==> config.mk <==
export PLATFORM = sky130hd
export DESIGN_NAME = icache_word
export DESIGN_NICKNAME = d
export VERILOG_FILES = /design/src/rtl/icache_word.sv
export SDC_FILE = /design/constraint.sdc
export NUM_CORES = 1
export LEC_CHECK = 0
export ABC_AREA = 1
export BUFFER_PORTS_ARGS = -buffer_cell sky130_fd_sc_hd__buf_2
export CAP_MARGIN = 20
export CORE_UTILIZATION = 50
export CTS_CLUSTER_SIZE = 20
export DETAILED_ROUTE_END_ITERATION = 10
export PLACE_DENSITY = 0.76
export SYNTH_ARGS = -nofsm -noshare
export SYNTH_HDL_FRONTEND = slang
export SYNTH_SLANG_ARGS = --single-unit
==> constraint.sdc <==
create_clock -name clk -period 5.1 [get_ports clk]
set_clock_uncertainty 0.15 [all_clocks]
set_input_delay 0.255 -clock clk [delete_from_list [all_inputs] [get_ports clk]]
set_output_delay 0.255 -clock clk [all_outputs]
set_load 0.005 [all_outputs]
==> src/rtl/icache_word.sv <==
// Direct-mapped, single-outstanding instruction cache holding one 32-bit word per line.
// Misses refill from a valid/ready memory port; supports flush and full invalidate.
module icache_word #(
    parameter int unsigned LINES  = 16,
    parameter int unsigned ADDR_W = 32
) (
    input  logic              clk,
    input  logic              rstn,
    input  logic              icache_req_valid,
    input  logic [ADDR_W-1:0] fetch_address,
    output logic              icache_req_ready,
    output logic              icache_resp_valid,
    output logic [31:0]       fetch_data,
    output logic [ADDR_W-1:0] icache_resp_address,
    output logic              icache_resp_err,
    input  logic              icache_resp_ready,
    input  logic              flush_i,
    input  logic              invalidate_i,
    output logic              mem_req_valid,
    output logic [ADDR_W-1:0] mem_req_addr,
    input  logic              mem_req_ready,
    input  logic              mem_resp_valid,
    input  logic [31:0]       mem_resp_data
);

    localparam int unsigned IDX_W = $clog2(LINES);
    localparam int unsigned TAG_W = ADDR_W - IDX_W - 2;

    typedef enum logic [2:0] {
        S_IDLE,
        S_LOOKUP,
        S_MREQ,
        S_MWAIT,
        S_RESP
    } state_t;

    state_t state, state_nx;

    logic [ADDR_W-1:0] req_addr;
    logic [IDX_W-1:0]  req_idx;
    logic [TAG_W-1:0]  req_tag;
    logic              misaligned;
    logic              hit;

    logic [LINES-1:0]  valid_q;
    logic [TAG_W-1:0]  tag_q  [LINES];
    logic [31:0]       data_q [LINES];

    logic drop, drop_nx;
    logic kill_fill, kill_fill_nx;

    logic accept_c, load_hit_c, load_err_c, load_fill_c, fill_we_c;

    assign req_idx             = req_addr[IDX_W+1:2];
    assign req_tag             = req_addr[ADDR_W-1:IDX_W+2];
    assign misaligned          = (req_addr[1:0] != 2'b00);
    assign hit                 = valid_q[req_idx] && (tag_q[req_idx] == req_tag);
    assign icache_resp_address = req_addr;

    // State register
    always_ff @(posedge clk or negedge rstn) begin
        if (!rstn) begin
            state <= S_IDLE;
        end else begin
            state <= state_nx;
        end
    end

    // Next state, handshake decode and drop/kill bookkeeping
    always_comb begin
        state_nx         = state;
        icache_req_ready = 1'b0;
        accept_c         = 1'b0;
        load_hit_c       = 1'b0;
        load_err_c       = 1'b0;
        load_fill_c      = 1'b0;
        fill_we_c        = 1'b0;
        drop_nx          = drop;
        kill_fill_nx     = kill_fill;

        case (state)
            S_IDLE: begin
                icache_req_ready = !flush_i;
                if (icache_req_valid && !flush_i) begin
                    accept_c = 1'b1;
                    state_nx = S_LOOKUP;
                end
            end
            S_LOOKUP: begin
                if (flush_i) begin
                    state_nx = S_IDLE;
                end else if (misaligned) begin
                    load_err_c = 1'b1;
                    state_nx   = S_RESP;
                end else if (hit) begin
                    load_hit_c = 1'b1;
                    state_nx   = S_RESP;
                end else begin
                    state_nx = S_MREQ;
                end
            end
            S_MREQ: begin
                if (mem_req_ready) begin
                    state_nx = S_MWAIT;
                    if (flush_i) begin
                        drop_nx = 1'b1;
                    end
                end else if (flush_i) begin
                    state_nx = S_IDLE;
                end
            end
            S_MWAIT: begin
                if (flush_i) begin
                    drop_nx = 1'b1;
                end
                if (mem_resp_valid) begin
                    fill_we_c = !kill_fill;
                    if (drop || flush_i) begin
                        state_nx = S_IDLE;
                    end else begin
                        load_fill_c = 1'b1;
                        state_nx    = S_RESP;
                    end
                end
            end
            S_RESP: begin
                if (flush_i || icache_resp_ready) begin
                    state_nx = S_IDLE;
                end
            end
            default: begin
                state_nx = S_IDLE;
            end
        endcase

        // A refill still in flight when invalidate lands must not repopulate the line
        if (invalidate_i && (state_nx == S_MWAIT)) begin
            kill_fill_nx = 1'b1;
        end
        if ((state == S_MWAIT) && (state_nx != S_MWAIT)) begin
            drop_nx      = 1'b0;
            kill_fill_nx = 1'b0;
        end
    end

    // Request, response and refill-request registers plus line valid bits
    always_ff @(posedge clk or negedge rstn) begin
        if (!rstn) begin
            req_addr          <= '0;
            icache_resp_valid <= 1'b0;
            fetch_data        <= '0;
            icache_resp_err   <= 1'b0;
            mem_req_valid     <= 1'b0;
            mem_req_addr      <= '0;
            drop              <= 1'b0;
            kill_fill         <= 1'b0;
            valid_q           <= '0;
        end else begin
            if (accept_c) begin
                req_addr <= fetch_address;
            end
            icache_resp_valid <= (state_nx == S_RESP);
            mem_req_valid     <= (state_nx == S_MREQ);
            if ((state == S_LOOKUP) && (state_nx == S_MREQ)) begin
                mem_req_addr <= {req_addr[ADDR_W-1:2], 2'b00};
            end
            if (load_err_c) begin
                fetch_data      <= '0;
                icache_resp_err <= 1'b1;
            end else if (load_hit_c) begin
                fetch_data      <= data_q[req_idx];
                icache_resp_err <= 1'b0;
            end else if (load_fill_c) begin
                fetch_data      <= mem_resp_data;
                icache_resp_err <= 1'b0;
            end
            drop      <= drop_nx;
            kill_fill <= kill_fill_nx;
            if (invalidate_i) begin
                valid_q <= '0;
            end else if (fill_we_c) begin
                valid_q[req_idx] <= 1'b1;
            end
        end
    end

    // Line tag/data storage; qualified by the valid bits so no reset needed
    always_ff @(posedge clk) begin
        if (fill_we_c) begin
            tag_q[req_idx]  <= req_tag;
            data_q[req_idx] <= mem_resp_data;
        end
    end

endmodule
Word-level counts from Yosys, hierarchy flattened
Memory sizes are Yosys's and may differ from the RTL's.
Cells that the tools add are included.
{"block": "word_totals", "mem_count": 2, "latchBits": 0, "reg_bits": 118, "mem_bits_rw": 928, "inputBits": 72, "output_inout_bits": 100, "mem_bits_ro": 0, "wordCells": 87}
{"memory": "data_q", "depth": 16, "word_bits": 32, "rd": 1, "rd_clocked_by_memory_dff": 0, "wr": 1, "line": "47", "text": "logic [31:0] data_q [LINES];"}
{"memory": "tag_q", "depth": 16, "word_bits": 26, "rd": 1, "rd_clocked_by_memory_dff": 0, "wr": 1, "line": "46", "text": "logic [TAG_W-1:0] tag_q [LINES];"}
{"block": "classes", "n_reduce_logical": 17, "shift": 0, "n_eq_ne": 10, "order_cmp": 2, "n_bitwise": 1, "div_mod_pow": 0, "n_addsub": 0, "mul": 0, "mux": 45}
{"cell": "32-bit 2-to-1 mux", "count": 3}
{"cell": "16-bit 2-to-1 mux", "count": 2}
{"cell": "1-bit 2-to-1 mux", "count": 27}
{"cell": "3-bit 2-to-1 mux", "count": 9}
{"cell": "26-bit equality test", "count": 1}
{"cell": "16-bit OR", "count": 1}
{"cell": "3-bit one-hot mux with 5 select lines", "count": 1}
{"cell": "3-bit by 2-bit equality test with 1-bit output (second input constant)", "count": 4}
{"cell": "3-bit equality test (second input constant)", "count": 2}
{"cell": "1-bit logical AND", "count": 6}
{"cell": "2-bit nonzero test", "count": 3}
{"cell": "3-bit nonzero test", "count": 2}
{"cell": "4-bit by 5-bit < comparator with 1-bit output (second input constant)", "count": 1}
{"cell": "1-bit binary-select mux with 4-bit select", "count": 1}
{"cell": "1-bit demux with 4-bit select", "count": 1}
{"cell": "4-bit by 1-bit greater-or-equal comparator with 1-bit output (second input constant)", "count": 1}
{"cell": "3-bit by 1-bit equality test with 1-bit output (second input constant)", "count": 1}
{"cell": "3-bit logical NOT", "count": 1}
{"cell": "3-bit by 2-bit != test with 1-bit output (second input constant)", "count": 1}
{"cell": "3-bit != test (second input constant)", "count": 1}
{"cell": "1-bit logical NOT", "count": 2}
{"cell": "1-bit logical OR", "count": 2}
{"cell": "1-bit one-hot mux with 2 select lines", "count": 1}
{"cell": "2-bit AND reduction", "count": 1}

Longest topological paths before layout
{"block": "logic_depth", "depth_word": 11, "mapped_depth": 22, "ltp_nobuf": 19}

Worst setup path after synthesis
OpenSTA, ideal clock, no wires.
{"block": "synth_path", "kind": "register to register", "start": "register req_addr[2], in the netlist icache_resp_address[2]", "end": "memory data_q[14][0], enable pin", "stages_incl_launch_ff": 10, "required_time_ns": 4.474, "setup_time_ns": 0.476, "setup_slack_ns": 0.453, "synth_period_minus_slack_ns": 4.647, "path_buffers": 4, "arrival_ns": 4.022, "cell_sequence": "dfrtp_1 > buf_4 > nor2_4 > buf_2 > inv_1 > clkbuf_1 > clkbuf_1 > nor2_1 > inv_1 > nor2_1"}
{"element": "from (decl)", "line": "39", "text": "logic [ADDR_W-1:0] req_addr;"}
{"element": "from (signal assigned)", "line": "160", "text": "req_addr <= fetch_address;"}
{"element": "to (decl)", "line": "47"}
No word-level cell before the write port.

Final worst setup path
{"block": "layout_path", "start": "register req_addr[4], in the netlist icache_resp_address[4]", "end": "register fetch_data[2]"}
{"block": "layout_between", "elab_chain_cells": 9, "elab_cells_between_ends": 13, "classes_between": "eq/ne: 1; mux: 8; reduce/logical: 2; memory: 2"}
{"element": "memory read 16 x 26 bit or 1-bit binary-select mux with 4-bit select (tied branches)"}
{"element": "26-bit equality test or 1-bit 2-to-1 mux (tied branches)", "line": "57", "text": "assign hit = valid_q[req_idx] && (tag_q[req_idx] == req_tag);"}
{"element": "1-bit logical AND", "line": "57"}
{"element": "1-bit 2-to-1 mux", "line": "95", "text": "end else if (hit) begin"}
{"element": "1-bit 2-to-1 mux", "line": "92", "text": "end else if (misaligned) begin"}
{"element": "1-bit 2-to-1 mux", "line": "90", "text": "if (flush_i) begin"}
{"element": "1-bit 2-to-1 mux", "line": "81", "text": "case (state)"}
{"element": "32-bit 2-to-1 mux", "line": "170", "text": "end else if (load_hit_c) begin"}
{"element": "32-bit 2-to-1 mux", "line": "167", "text": "if (load_err_c) begin"}
{"element": "to (signal assigned)", "line": "171", "text": "fetch_data <= data_q[req_idx];"}
{"element": "to (signal assigned)", "line": "174", "text": "fetch_data <= mem_resp_data;"}
{"element": "to (decl)", "line": "13", "text": "output logic [31:0] fetch_data,"}
Several ways; a longest one is shown, not always the timed one. The select of a mux whose other input is x is not followed.
A chain may end at the register's enable or synchronous reset.

==> metrics.md <==
| Metric | Value |
|---|---|
| Outcome | completed |
| Final-stage net count | 3602 |
| FMAX | 230 MHz |
| H-tree levels | 3 |
| Avg Vias per Cell | 5.97 |
| Post-Synth Adder-Cell Area | 0% |
| CTS Buf Count | 100 |
| RePlAce Congestion | 0.830 |
| Initial Utilization | 50.8% |
| Post-Place Cell Area | 43300 um2 |
| Row Count | 104 |
| Synthesized area | 41200 um2 |
| Largest family of logic cells by synthesized area | simple AND/OR/NAND/NOR gates |
| Setup TNS | 0 ns |
| Post-Synth Simple-Gate Area | 15.6% |
| Synth-to-layout area growth | 15.2% |
| Root buf cell | clkbuf_16 |
| Total iterations of the first detailed-routing run | 6 |
| Part of the cycle the worst path needs | 85.3% |
| Slew margin rel. | 28.4% |
| Worst hold path type | input pin to asynchronous set/reset pin |
| Compound-gate portion of the synthesized area | 6.52% |
| Asr flop ratio synth | 11.3% |
| Design area | 47400 um2 |
| Critical Path Start Type | flip-flop |
| Unrepaired setup endpoints after global routing | false |
| Core outline area | 81100 um2 |
| Critical Path AT | 4.78 ns |
| IO Count | 172 |
| Most frequent cell on the critical path | nand2_1 |
| DPL Wire Length | 57.2 mm |
| Die X-Extent | 289 um |
| Most frequent cells in the layout | nand2_1, edfxtp_1, nor3_1 |
| DRT iter0 DRCs | 3570 |
| Wire length per cell | 23.4 um |
| Post-Syn Instances | 3322 |
| Initial antenna violation count | 2 |
| Slew at the pin with the worst max-slew slack | 1.07 ns |
| CP Data Required Time | 5.53 ns |
| Synth Area in XOR/XNOR | 0% |
| Hold Vio Cnt, Final | 0 |
| First-pass GRT wire length | 164 mm |
| Maximum clock path buffer count | 3 |
| Max-cap viol count | 0 |
| Sink Count | 1046 |
| Critical Path End Type | flip-flop |
| Final worst slack | 0.750 ns |
| CP Class | flip-flop to flip-flop |
| PD cells | 536 nW/um2 |
| Pin count of the biggest net entering global routing | 174 |
| IO buf count | 169 |
| Clk slew on worst S/H paths | 0.06 ns |
| Share of layout cells above drive strength 1 | 11.9% |
| GRT Total Usage | 26.1% |
| Height of the die | 289 um |
| CP Cell Sequence | nand2_1, inv_2, buf_4, o21ai_0, nand2_1, o21ai_0, nand2_1, nand2_1, nor2_1, nand2_1, nor2_2, nand3_4, inv_1, buf_4, nand2_1, nand2_1, nand2_1 |
| Slowest CP cell | inv_2 |
| Slew Limit Fails | 0 |
| Number of synthesized register bits | 1046 |
| Worst VDD drop | 0.522 mV |
| Commonest non-fill, non-tap cell in the layout | nand2_1 |
| Number of remaining DRC errors | 0 |
| Seq/Total Area, Yosys | 74.8% |
| Cell leakage power | 17.6 nW |
| Worst-Skew Late Latency | 0.69 ns |
| Vias in the first global route | 27000 |
| Remaining Overflow, GRT | 0 |
| Cell variety after synth | 30 |
| Via count | 27900 |
| Area of the die | 83500 um2 |
| Mux contribution to synthesized area | 0.0547% |
| Post-Place Setup Slack | 0.923 ns |
| CP Max Fanout | 32 |
| Syn_area_per_cell | 12.4 um2 |
| YS warnings | 0 |
| Postcts setup bufs | 0 |
| Fillers | 6093 |
| Setup violations, final | 0 |
| EDFF count, synth | 928 |
| Antenna-violating nets left | 0 |
| Post-Route WL | 109 mm |
| Post-layout min period | 4.35 ns |
| CTS tree | built |
| CP peak stage delay | 0.84 ns |
| Top FF cell, synth | edfxtp_1 |
[worst paths after layout]
kind                                         from          endpoint  slack, ns  cells after the start
max                        icache_resp_address[4]     fetch_data[2]       0.75                     17
min                                          rstn  mem_req_addr[25]       0.10                      2
max reg2reg                icache_resp_address[4]     fetch_data[2]       0.75                     17
min reg2reg                      mem_req_addr[15]  mem_req_addr[15]       0.33                      2
max in group asynchronous                    rstn        valid_q[9]       3.56                      3
min in group clk                 icache_req_valid          state[0]       0.11                      4
[synth_stat cells (2+ instances only)]
cell type | count | share of area, %
inv_1 | 88 | 0.80
clkbuf_1 | 122 | 1.1
buf_1 | 8 | 0.073
o31ai_1 | 96 | 1.8
buf_2 | 62 | 0.75
nand2_1 | 1047 | 9.5
o21ba_2 | 8 | 0.19
o21ai_1 | 16 | 0.19
o22ai_1 | 128 | 1.9
nand3_1 | 50 | 0.61
nor2_1 | 121 | 1.1
nand4_1 | 43 | 0.65
buf_6 | 2 | 0.055
edfxtp_1 | 928 | 68
o21ai_2 | 3 | 0.064
o2111ai_1 | 32 | 0.68
nor3_1 | 298 | 3.6
buf_4 | 10 | 0.18
o21ai_0 | 74 | 0.90
a22oi_1 | 5 | 0.091
mux2_2 | 2 | 0.055
dfrtp_1 | 118 | 7.2
a21oi_1 | 53 | 0.64
o211ai_1 | 2 | 0.036
[flip-flops by register name, summed over array words and instances (netlist names), 3 cells and up]
register             flops
valid_q                 16
state                    3
tag_q                  416
icache_resp_address     32
data_q                 512
fetch_data              32
mem_req_addr            30
[cell families (layout without fill, tap and decap cells)]
logic type | Yosys count | after routing
compound gates | 418 | 418
buf+inv | 293 | 586
flops | 1046 | 1046
mux | 2 | 2
other cells | 1 | 4
simple gates | 1562 | 1562
[through the flow]
step	hold slack, ns	total power, W	instances	utilization (%)
finish	0.104	0.0254	4678	58.5
global route	0.141	0.0265	4677	58.5
CTS	0.0890	0.0253	4675	58.5
detailed placement	0.269	0.0179	4416	53.5
global placement	0.262	0.0178	4416	53.5
floorplan	-0.191	0.0152	3323	-
[worst max-delay path, delay by kind of cell (launching register included)]
family,cells,cell delay [ns]
and+or+nand+nor,11,1.59
buffers and inverters,4,1.75
AOI/OAI and AO/OA,2,0.20
DFF,1,0.52
[cell type report]
class / instances / area, um2 / share of cell area [%]
clock inverter: 56 / 619 / 1.31
timing repair buffer: 309 / 2280 / 4.80
inverter: 89 / 344 / 0.726
clock buffer: 132 / 2710 / 5.72
sequential: 1046 / 30800 / 65.0
multi-input combinational: 1984 / 9310 / 19.6
tap: 1060 / 1330 / 2.80
antenna: 2 / 5.00 / 0.0106
[repair_timing]
item,in CTS,in global routing
hold buffers,71,0
hold endpoints to repair,684,0
endpoints found under the setup margin,0,0
gates resized for setup,0,0
[per-layer routing]
metal	GRT usage [%]	up-vias	wire, um
met5	0	-	30
met4	8.29	4	2860
met3	5.20	200	12500
met2	41.5	1745	51400
met1	36.5	13600	42500
li1	-	12300	-
[power breakdown]
group / leakage [nW] / internal [W] / switching (W)
combinational: 6.21 / 0.00205 / 0.00491
clock: 1.62 / 0.00419 / 0.00323
sequential: 9.79 / 0.0102 / 0.000822
Power figures use the tool's default switching activity.
